[src/rtl/rot_req_fifo.sv]
// -----------------------------------------------------------------------------
// rot_req_fifo
//   First-word fall-through request FIFO that sits in front of a barrel
//   rotator.  Each entry holds a data word and its left-rotate amount; the
//   head entry drives the rotator's data and select inputs directly.
//
// Parameters
//   N : rotator select width; data word width is 2**N bits
//   D : log2 of FIFO depth; depth is 2**D entries
//
// Ports
//   clk        sole clock, rising edge
//   reset      asynchronous, active-high reset
//   in_valid   producer presents a request on in_a / in_amt
//   in_ready   FIFO can accept a request this cycle (registered state only)
//   in_a       word to be rotated
//   in_amt     left-rotate amount
//   out_valid  head entry is valid
//   out_ready  downstream rotator consumes the head entry
//   out_a      head word (0 while empty)
//   out_amt    head amount (0 while empty)
//   count      number of stored entries, 0 .. 2**D
//   full       count == 2**D
//   empty      count == 0
//   ovf        sticky: a push was attempted while full
// -----------------------------------------------------------------------------
module rot_req_fifo #(
  parameter int N = 3,
  parameter int D = 2
) (
  input  logic                clk,
  input  logic                reset,
  input  logic                in_valid,
  output logic                in_ready,
  input  logic [(2**N)-1:0]   in_a,
  input  logic [N-1:0]        in_amt,
  output logic                out_valid,
  input  logic                out_ready,
  output logic [(2**N)-1:0]   out_a,
  output logic [N-1:0]        out_amt,
  output logic [D:0]          count,
  output logic                full,
  output logic                empty,
  output logic                ovf
);

  localparam int         W         = 2 ** N;
  localparam int         DEPTH     = 2 ** D;
  localparam logic [D:0] DEPTH_CNT = DEPTH[D:0];

  typedef struct packed {
    logic [W-1:0] a;
    logic [N-1:0] amt;
  } entry_t;

  // Control state
  logic [D-1:0] wr_ptr_q, wr_ptr_d;
  logic [D-1:0] rd_ptr_q, rd_ptr_d;
  logic [D:0]   count_q,  count_d;
  logic         ovf_q,    ovf_d;

  // Storage
  entry_t mem_q [DEPTH];
  entry_t head;

  logic push;
  logic pop;

  // NOTE: every signal written here gets a default first so that no path
  // through the block leaves it unassigned, which would infer a latch.
  always_comb begin
    full      = (count_q == DEPTH_CNT);
    empty     = (count_q == '0);
    // Handshakes depend only on registered count: no out_ready -> in_ready
    // path, so a full FIFO refuses a push even in a cycle where it pops.
    in_ready  = ~full;
    out_valid = ~empty;
    push      = in_valid & in_ready;
    pop       = out_valid & out_ready;

    wr_ptr_d  = push ? wr_ptr_q + D'(1) : wr_ptr_q;
    rd_ptr_d  = pop  ? rd_ptr_q + D'(1) : rd_ptr_q;

    count_d   = count_q;
    unique case ({push, pop})
      2'b10:   count_d = count_q + (D+1)'(1);
      2'b01:   count_d = count_q - (D+1)'(1);
      default: count_d = count_q;
    endcase

    ovf_d     = ovf_q | (in_valid & full);

    // Stale storage is masked while empty so the rotator sees a fixed 0.
    head      = mem_q[rd_ptr_q];
    out_a     = empty ? '0 : head.a;
    out_amt   = empty ? '0 : head.amt;

    count     = count_q;
    ovf       = ovf_q;
  end

  // NOTE: sequential state is updated with non-blocking assignments so all
  // flops sample their _d values from the same pre-edge snapshot.
  always_ff @(posedge clk or posedge reset) begin
    if (reset) begin
      wr_ptr_q <= '0;
      rd_ptr_q <= '0;
      count_q  <= '0;
      ovf_q    <= 1'b0;
    end else begin
      wr_ptr_q <= wr_ptr_d;
      rd_ptr_q <= rd_ptr_d;
      count_q  <= count_d;
      ovf_q    <= ovf_d;
    end
  end

  // NOTE: the storage array is deliberately left out of reset; count and the
  // empty mask guarantee stale words are never presented after a reset.
  always_ff @(posedge clk) begin
    if (push) begin
      mem_q[wr_ptr_q] <= '{a: in_a, amt: in_amt};
    end
  end

endmodule

[config.mk]
export PLATFORM = sky130hd
export DESIGN_NAME = rot_req_fifo
export DESIGN_NICKNAME = d
export VERILOG_FILES = /design/src/rtl/rot_req_fifo.sv
export SDC_FILE = /design/constraint.sdc
export NUM_CORES = 1
export LEC_CHECK = 0
export ABC_AREA = 1
export ABC_CLOCK_PERIOD_IN_PS = 2150
export CAP_MARGIN = 25
export CORE_UTILIZATION = 50
export CTS_CLUSTER_DIAMETER = 60
export DETAILED_ROUTE_END_ITERATION = 8
export GPL_TIMING_DRIVEN = 1
export PLACE_DENSITY = 0.74
export SKIP_LAST_GASP = 1
export SLEW_MARGIN = 30
export SYNTH_ARGS = -nofsm -noshare
export SYNTH_HDL_FRONTEND = slang
export SYNTH_SLANG_ARGS = --single-unit
[constraint.sdc]
create_clock -name clk -period 2.15 [get_ports clk]
set_input_delay 0.5375 -clock clk [delete_from_list [all_inputs] [get_ports clk]]
set_output_delay 0.5375 -clock clk [all_outputs]
set_load 0.02 [all_outputs]
==> results, run 1 <==
- The run finished with clean final reports.
- The tree built by TritonCTS fans out to 52 sinks.
- Setup violations remaining at the end of the flow were counted as 0.
- The detailed-routing iteration count for the pre-antenna-repair pass is 4.
- Ranked by total cell area, the synthesized netlist is headed by sky130_fd_sc_hd__edfxtp_1, sky130_fd_sc_hd__inv_1, sky130_fd_sc_hd__dfrtp_1.
- The most heavily used metal layer in global routing is met2.
- Headroom to the max-slew limit came out at 77.8%.
- Dividing the detail-routed via count by the number of cells gives 4.58.
- The post-synthesis average cell area is 10.6 sq um.
- The met2 track demand over resource in global routing is 34.0%.
- The starting density of the core is 52.2%.
- The horizontal die dimension is 72.5 um.
- Setup repair after global routing could not meet its margin everywhere.
- For met3 alone, demand over resource in global routing was 4.31%.
- The power per standard cell area is 1430 mW/mm^2.
- The worst-case IR drop observed on VDD is 0.000707 V.
- The half-perimeter wire length of the detailed placement result is 3.05 mm.
- Global routing used 21.9% of the available met1 tracks.
- The number of max-cap violations is 0.
- The most common cell after layout, fill and taps aside is sky130_fd_sc_hd__inv_1.
- The total via count in the routed design is 1612.
- Traced cell by cell, the critical path runs through buf_4 > inv_8 > nand2_1 > nand3_1 > a21oi_2 > dlygate4sd2_1.
- The post-synthesis xor/xnor area fraction is 0.705%.
- The clock period could shrink to 2130 ps.
- For this design the top-level I/O count stands at 34.
- After detailed placement, the total cell area comes to 0.00300 sq mm.
- In this run the static leakage power is 1.43 nW.
- The count of distinct cell types in the synthesized netlist is 22.
- Leaving out fill and tap cells, the most frequent cells in the layout are sky130_fd_sc_hd__inv_1, sky130_fd_sc_hd__nand2_1, sky130_fd_sc_hd__edfxtp_1.
- For this run, the share of the core covered by cells in the final layout is 65.1%.
- In the final design database the tool counted 306 nets.
- Summing the sequential cell areas from Yosys gives 61.3% of the chip area.
- The final hold violation count is 0.
- The largest clock skew in the final design is 4.27 ps.
- The detail-routed net length per standard cell is 12.9 um.
- The slowest stage of the critical path belongs to the cell sky130_fd_sc_hd__dfrtp_1.
- The wire length of the first global-routing pass is 7.12 mm.
- The iteration-0 DRC count of the detailed router is 98.
- The antenna diode instance count is 0.
- The share of synthesized cell area in and, or, nand and nor gates is 18.4%.
- The completed layout was analyzed and its total power is 4.41 mW.
- The area growth from synthesis to layout is 24.6%.
- The number of placed instances, taps included, is 345.
- The number of standard-cell rows in the floorplan is 25.
- STA classifies the critical path startpoint as a register.
- The tree is rooted in a sky130_fd_sc_hd__clkbuf_8.
- The global router's overall resource usage is 19.0%.
- The measured slew at the worst slew-check pin is 333 ps.
- The number of cells in the finished layout apart from fillers is 352.
- The fraction of synthesized cell area taken by the top area cell type is 53.2%.
- The arrival time at the worst endpoint is 1590 ps.
- The count of synthesis-stage warnings from yosys is 0.
- The DRC violations left is 0.
- The via count of the first global-routing pass is 1585.
- The type of element capturing the critical path is a primary output.
- The clock latency of the later-clocked register in the worst-skew pair is 300 ps.
- The number of clock buffers added by TritonCTS is 5.
- In this run the cell area of the synthesized design comes to 0.00248 sq mm.
- Hold is met by 459 ps.
- The number of port buffers is 33.
- The finished cells cover 0.00309 sq mm.
- The number of buffers and inverters on the critical path is 3.
- Summing the areas of all compound-gate instances in the mapped netlist gives 4.13% of the synthesized area.
- For this run, the slowest stage of the critical path takes 440 ps.
- The ratio of final minimum period to clock period is 99.0%.
- The number of max-slew violations in the final report was 0.
- The top fanout value on the critical path is 23.
- The fraction of layout instances using a drive strength above 1 is 23.5%.
- Summed over all layers, the global routing overflow is 0.
- The pin count of the biggest net entering global routing is 24.
- The post-cts hold buffer count is 0.
- The required time of the critical path is 1610 ps.
- The synthesized instance count is 235.
- Clock-pin slew was measured on the worst setup and hold paths at 90 ps.
- TritonCTS built the clock tree.
- The adder-cell share of the synthesized area is 3.32%.
- The number of antenna violations at the first check in global routing came to 0.
- The number of synthesized register bits is 52.
- Once detail routing completed, the nets flagged for antenna violations numbered 0.
- In this run the standard cell core region covers 0.00475 sq mm.
- The largest family of logic cells by synthesized area is simple AND/OR/NAND/NOR gates.
- The post-synthesis cell type with the largest combined area is sky130_fd_sc_hd__edfxtp_1.
- Wires add up to 4.53 mm.
- The worst setup path is of the register to primary output kind.
- The classification of the worst-slack hold path is register to register.
- The global placer's final weighted congestion is 0.779.
- The height of the die is 72.5 um.
- The maximum buffer depth of the clock tree is 2.
- The kind of cell with the highest combined delay along the critical path is buffers and inverters.
- The number of H-tree levels is 2.
- The synthesized net count is 256.
- The die covers 0.00525 sq mm.
- Timing would allow up to 470 MHz.
- The share of cell area taken by muxes after synthesis is 0%.
[final cells by class]
class | instances | area [sq um]
inverter | 62 | 240
fill | 404 | 1660
sequential | 52 | 1520
multi-input combinational | 113 | 659
clock inverter | 2 | 60.1
tap | 67 | 83.8
timing repair buffer | 51 | 460
clock buffer | 5 | 68.8
[flip-flops by register name, summed over array words and instances, names as in the netlist]
register  cells
mem_q        44
ovf           1
count         3
rd_ptr_q      2
wr_ptr_q      2
[layer usage]
layer  share of wire, %  vias up
li1                   -      825
met1                 42      752
met2                 53       26
met3                2.6        9
met4                1.7        0
met5                  0        -
[synthesized netlist by cell type]
cell,instances
sky130_fd_sc_hd__a21oi_2,8
sky130_fd_sc_hd__edfxtp_1,44
sky130_fd_sc_hd__inv_4,1
sky130_fd_sc_hd__nand3_1,18
sky130_fd_sc_hd__a21oi_1,3
sky130_fd_sc_hd__nand4_1,1
sky130_fd_sc_hd__xnor2_1,2
sky130_fd_sc_hd__o21ai_0,1
sky130_fd_sc_hd__ha_1,5
sky130_fd_sc_hd__buf_6,4
sky130_fd_sc_hd__fa_1,1
sky130_fd_sc_hd__nor2_1,4
sky130_fd_sc_hd__inv_1,58
sky130_fd_sc_hd__nand3_2,10
sky130_fd_sc_hd__buf_4,1
sky130_fd_sc_hd__o21ai_1,1
sky130_fd_sc_hd__dfrtp_1,8
sky130_fd_sc_hd__nand2_2,11
sky130_fd_sc_hd__inv_2,3
sky130_fd_sc_hd__nand2_1,47
sky130_fd_sc_hd__buf_2,3
sky130_fd_sc_hd__a21o_1,1
[cells by family after synthesis]
family | count (synthesis)
and+or+nand+nor | 91
adders and majority gates | 6
xor gates and xnor gates | 2
AOI/OAI and AO/OA | 14
buffers and inverters | 70
DFF | 52
[where the power goes]
part	total (mW)	switching (mW)	internal (mW)
clock network	0.753	0.296	0.458
logic	2.21	1.33	0.883
registers	1.45	0.0985	1.35
[path summary, 6_finish.rpt]
kind,from,endpoint,slack [ps],cells past startpoint
max,rd_ptr_q[0],out_a[5],20,6
min,ovf,ovf,460,1
max reg2reg,count[1],count[2],290,11
min reg2reg,ovf,ovf,460,1
max in group asynchronous,reset,wr_ptr_q[0],1420,2
min in group asynchronous,reset,count[0],480,2
[what timing repair did]
item,4_1_cts,5_1_grt
setup buffers,0,0
endpoints found under the setup margin,14,11
resized for setup,22,14
[per-stage QoR]
stage               TNS, ps  worst slack, ps
floorplan                 0              220
global placement          0             15.4
detailed placement    -48.8            -48.8
CTS                   -13.1            -13.1
global route          -80.4            -50.6
finish                    0             21.3
[worst register-to-register path: cells and delay by family (launching register included)]
family	cells	cell delay, ps
buf+inv	3	290
flops	1	410
simple gates	6	510
fa+ha+maj	2	550
(Power assumes the default switching activity.)
==> run 2: changes to the inputs <==
--- a/config.mk
+++ b/config.mk
@@ -8,11 +8,13 @@
 export ABC_AREA = 1
 export ABC_CLOCK_PERIOD_IN_PS = 2150
 export CAP_MARGIN = 25
-export CORE_UTILIZATION = 50
+export CELL_PAD_IN_SITES_DETAIL_PLACEMENT = 0
+export CELL_PAD_IN_SITES_GLOBAL_PLACEMENT = 2
+export CORE_UTILIZATION = 35
 export CTS_CLUSTER_DIAMETER = 60
 export DETAILED_ROUTE_END_ITERATION = 8
 export GPL_TIMING_DRIVEN = 1
-export PLACE_DENSITY = 0.74
+export PLACE_DENSITY_LB_ADDON = 0.1
 export SKIP_LAST_GASP = 1
 export SLEW_MARGIN = 30
 export SYNTH_ARGS = -nofsm -noshare
==> run 2 against run 1 <==
Via count fell by 1.4%. Critical path type unchanged. Cell count is 9.1% higher. Core utilization down 19 points. Clock skew up 3.1 ps. Setup slack improved by 44 ps. Clock power shrank 28%. Global-route usage shrank 5.3 points. Fmax up 2.1%. Sequential share of layout area shrank 0.80 points.
==> results, run 2 (synthesis gave the netlist of run 1 again) <==
- The run finished with clean final reports.
- The clock latency of the later-clocked register in the worst-skew pair is 300 ps (about the same).
- The detailed-routing iteration count for the pre-antenna-repair pass was 4 (unchanged).
- The global-route met3 utilization came to 3.24% (-1.1 points).
- The cell-internal power is 2.54 mW (-5.4%).
- The sequential cell area is 0.00152 sq mm (about the same).
- The total number of clock tree sinks is 52 (unchanged).
- The antenna violation net count after detailed routing is 0 (unchanged).
- The post-cts hold buffer count is 0 (unchanged).
- The peak clock frequency supported by timing is 480 MHz (+2.1%).
- In the layout the commonest cells are sky130_fd_sc_hd__inv_1, sky130_fd_sc_hd__nand2_1, sky130_fd_sc_hd__edfxtp_1.
- The number of flip-flops under the largest register name is 44 (unchanged).
- The top-level I/O count is 34 (unchanged).
- Leaving out fill and tap cells, the most frequent cell in the layout is sky130_fd_sc_hd__inv_1.
- The startpoint identified for the worst register-to-register timing path is count[1].
- The final routed wirelength across all metal layers is 4.68 mm (+3.2%).
- The part of the total power dissipated in the clock network came to 12.6% (-4.5 points).
- The clock-pin slew reported for the worst setup and hold paths after clock tree synthesis is 90 ps (about the same).
- The cell depth of the worst min-delay path is 1 (unchanged).
- The number of max-cap violations is 0 (unchanged).
- The top fanout value on the critical path is 16 (-30%).
- The height of the die is 86.2 um (+19%).
- The combinational share of power is 53.7% (+3.6 points).
- The global placer's final weighted congestion is 0.671 (-14%).
- The most heavily used metal layer in global routing is met2.
- The total net switching power came to 1.75 mW (+1.7%).
- The signal on the critical path passes through buf_12 > nand2_1 > nand3_2 > a21oi_2 > clkdlybuf4s15_1.
- The clock buffer count from CTS is 5 (unchanged).
- The number of standard-cell rows in the floorplan is 30 (+20%).
- The final hold violation count is 0 (unchanged).
- The worst slack after detailed placement is -12.3 ps (+36.5 ps).
- The leakage power came to 1.43 nW (-0.24%).
- The number of H-tree levels is 2 (unchanged).
- The classification of the worst-slack hold path is register to register.
- The largest clock skew in the final design is 7.32 ps (+3.05 ps).
- The longest individual stage delay on the worst path is 460 ps (+20 ps).
- The final non-filler cell area is 0.00315 sq mm (+1.7%).
- The total via count in the routed design is 1590 (-1.4%).
- The cell type group with the largest total delay on the critical path is buffers and inverters.
- The fraction of layout instances using a drive strength above 1 is 23.3% (-0.24 points).
- The number of antenna violations at the first check in global routing is 0 (unchanged).
- The shortest clock period the worst path allows after layout came to 2080 ps (-43.9 ps).
- The largest voltage drop on the vdd net is 0.000425 V (-40%).
- The TritonCTS clock tree is built.
- The maximum buffer depth of the clock tree is 2 (unchanged).
- The total cell area at the placement stage came to 0.00308 sq mm (+2.5%).
- The area of the placeable core is 0.00683 sq mm (+44%).
- The met1 capacity usage during global routing came to 16.7% (-5.2 points).
- The via count normalized by instance count is 4.14 (-9.6%).
- The area growth from synthesis to layout is 26.8%.
- Tracing the worst setup path back leads to its startpoint at rd_ptr_q[0].
- The combined area of the multi-input logic cells is 667 sq um (+1.1%).
- The starting density of the core came to 36.4% (-16 points).
- The required time of the critical path is 1610 ps (about the same).
- The pin count of the biggest net entering global routing is 17 (-29%).
- The half-perimeter wire length of the detailed placement result is 3.24 mm (+6.6%).
- The type of element launching the critical path is a register.
- The area of the die came to 0.00744 sq mm (+42%).
- The total design power is 4.30 mW (-2.6%).
- The number of port buffers is 33 (unchanged).
- The critical path buffer and inverter count is 2 (-1).
- The sequential share of power is 33.8% (+1.0 points).
- The detail-routed net length per standard cell is 12.2 um (-5.4%).
- The startpoint of the worst hold path is ovf.
- The net switching fraction of the power came to 40.8% (+1.7 points).
- The number of cells in the finished layout apart from fillers is 384 (+9.1%).
- The endpoint of the worst register-to-register path is count[2].
- The final core utilization is 46.1% (-19 points).
- Setup repair after global routing could not meet its margin everywhere.
- The worst setup slack after layout was 65.2 ps (+43.9 ps).
- The number of nets at the end of the flow was 308 (+0.65%).
- The kind of critical path is register to primary output.
- The iteration-0 DRC count of the detailed router is 38 (-61%).
- Counting flops per register, the top entry is mem_q.
- The number of max-slew violations in the final report is 0 (unchanged).
- The DRC violations left is 0 (unchanged).
- The wire length of the first global-routing pass was 7.42 mm (+4.2%).
- The ratio of final minimum period to clock period came to 97.0% (-2.0 points).
- The worst-case reg-to-reg path depth is 11 (unchanged).
- The buffer type at the clock tree root is sky130_fd_sc_hd__clkbuf_8.
- The worst setup path is captured at a primary output.
- The power per standard cell area was 1360 mW/mm^2 (-4.3%).
- The terminating pin of the worst hold path is ovf.
- The via count of the first global-routing pass is 1547 (-2.4%).
- The number of filler instances in the final layout is 657 (+63%).
- The register-to-register setup slack is 280 ps (about the same).
- The arrival time at the worst endpoint is 1550 ps (-40 ps).
- The buffer count from post-CTS setup fixing is 0 (unchanged).
- The slowest cell on the critical path is sky130_fd_sc_hd__dfrtp_2.
- The measured slew at the worst slew-check pin is 368 ps (+35.2 ps).
- The met2 track demand over resource in global routing is 23.9% (-10 points).
- The total grt overflow is 0 (unchanged).
- The post-cts repair resize count is 15 (-32%).
- The number of failing setup endpoints in the final timing report is 0 (unchanged).
- The normalized max-slew margin is 75.5% (-2.4 points).
- The total instance count after detailed placement is 376 (+9.0%).
- The global router's overall resource usage is 13.7% (-5.3 points).
- The horizontal die dimension is 86.2 um (+19%).
- The antenna diode instance count came to 0 (unchanged).
-- run 2: area by class of cell --
cell class | instances | share of cell area, %
Clock buffer | 6 | 2.31
Clock inverter | 2 | 0.517
Inverter | 62 | 7.55
Multi-Input combinational cell | 113 | 21.2
Sequential cell | 52 | 48.4
Tap cell | 96 | 3.82
Timing Repair Buffer | 53 | 16.3
-- run 2: per-layer routing --
layer / vias to the layer above / share of wire (%)
met3: 2 / 2.9
met4: 0 / 0.68
li1: 831 / -
met1: 739 / 47
met5: - / 0
met2: 18 / 49
-- run 2: how the worst max path moves through the flow --
stage	to	slack (ps)	depth (start not counted)
3_5_place_dp	count[2]	-10	10
2_1_floorplan	count[2]	220	10
5_1_grt	full	-10	5
6_report	out_a[4]	70	5
3_3_place_gp	count[2]	-40	10
4_1_cts	out_a[7]	-260	6
-- run 2: power groups by stage --
stage               clock network, mW  registers [mW]  logic, mW
floorplan                           0            1.50       1.41
detailed placement                  0            1.47       2.46
finish                          0.539            1.45       2.30
CTS                             0.564            1.45       2.35
global placement                    0            1.47       2.49
global route                    0.607            1.47       2.52
-- run 2: stage by stage --
| step | hold slack [ps] | setup TNS [ps] |
|---|---|---|
| CTS | 465 | -260 |
| global route | 494 | -17.7 |
| floorplan | 353 | 0 |
| detailed placement | 444 | -12.3 |
| finish | 460 | 0 |
| global placement | 441 | -43.7 |
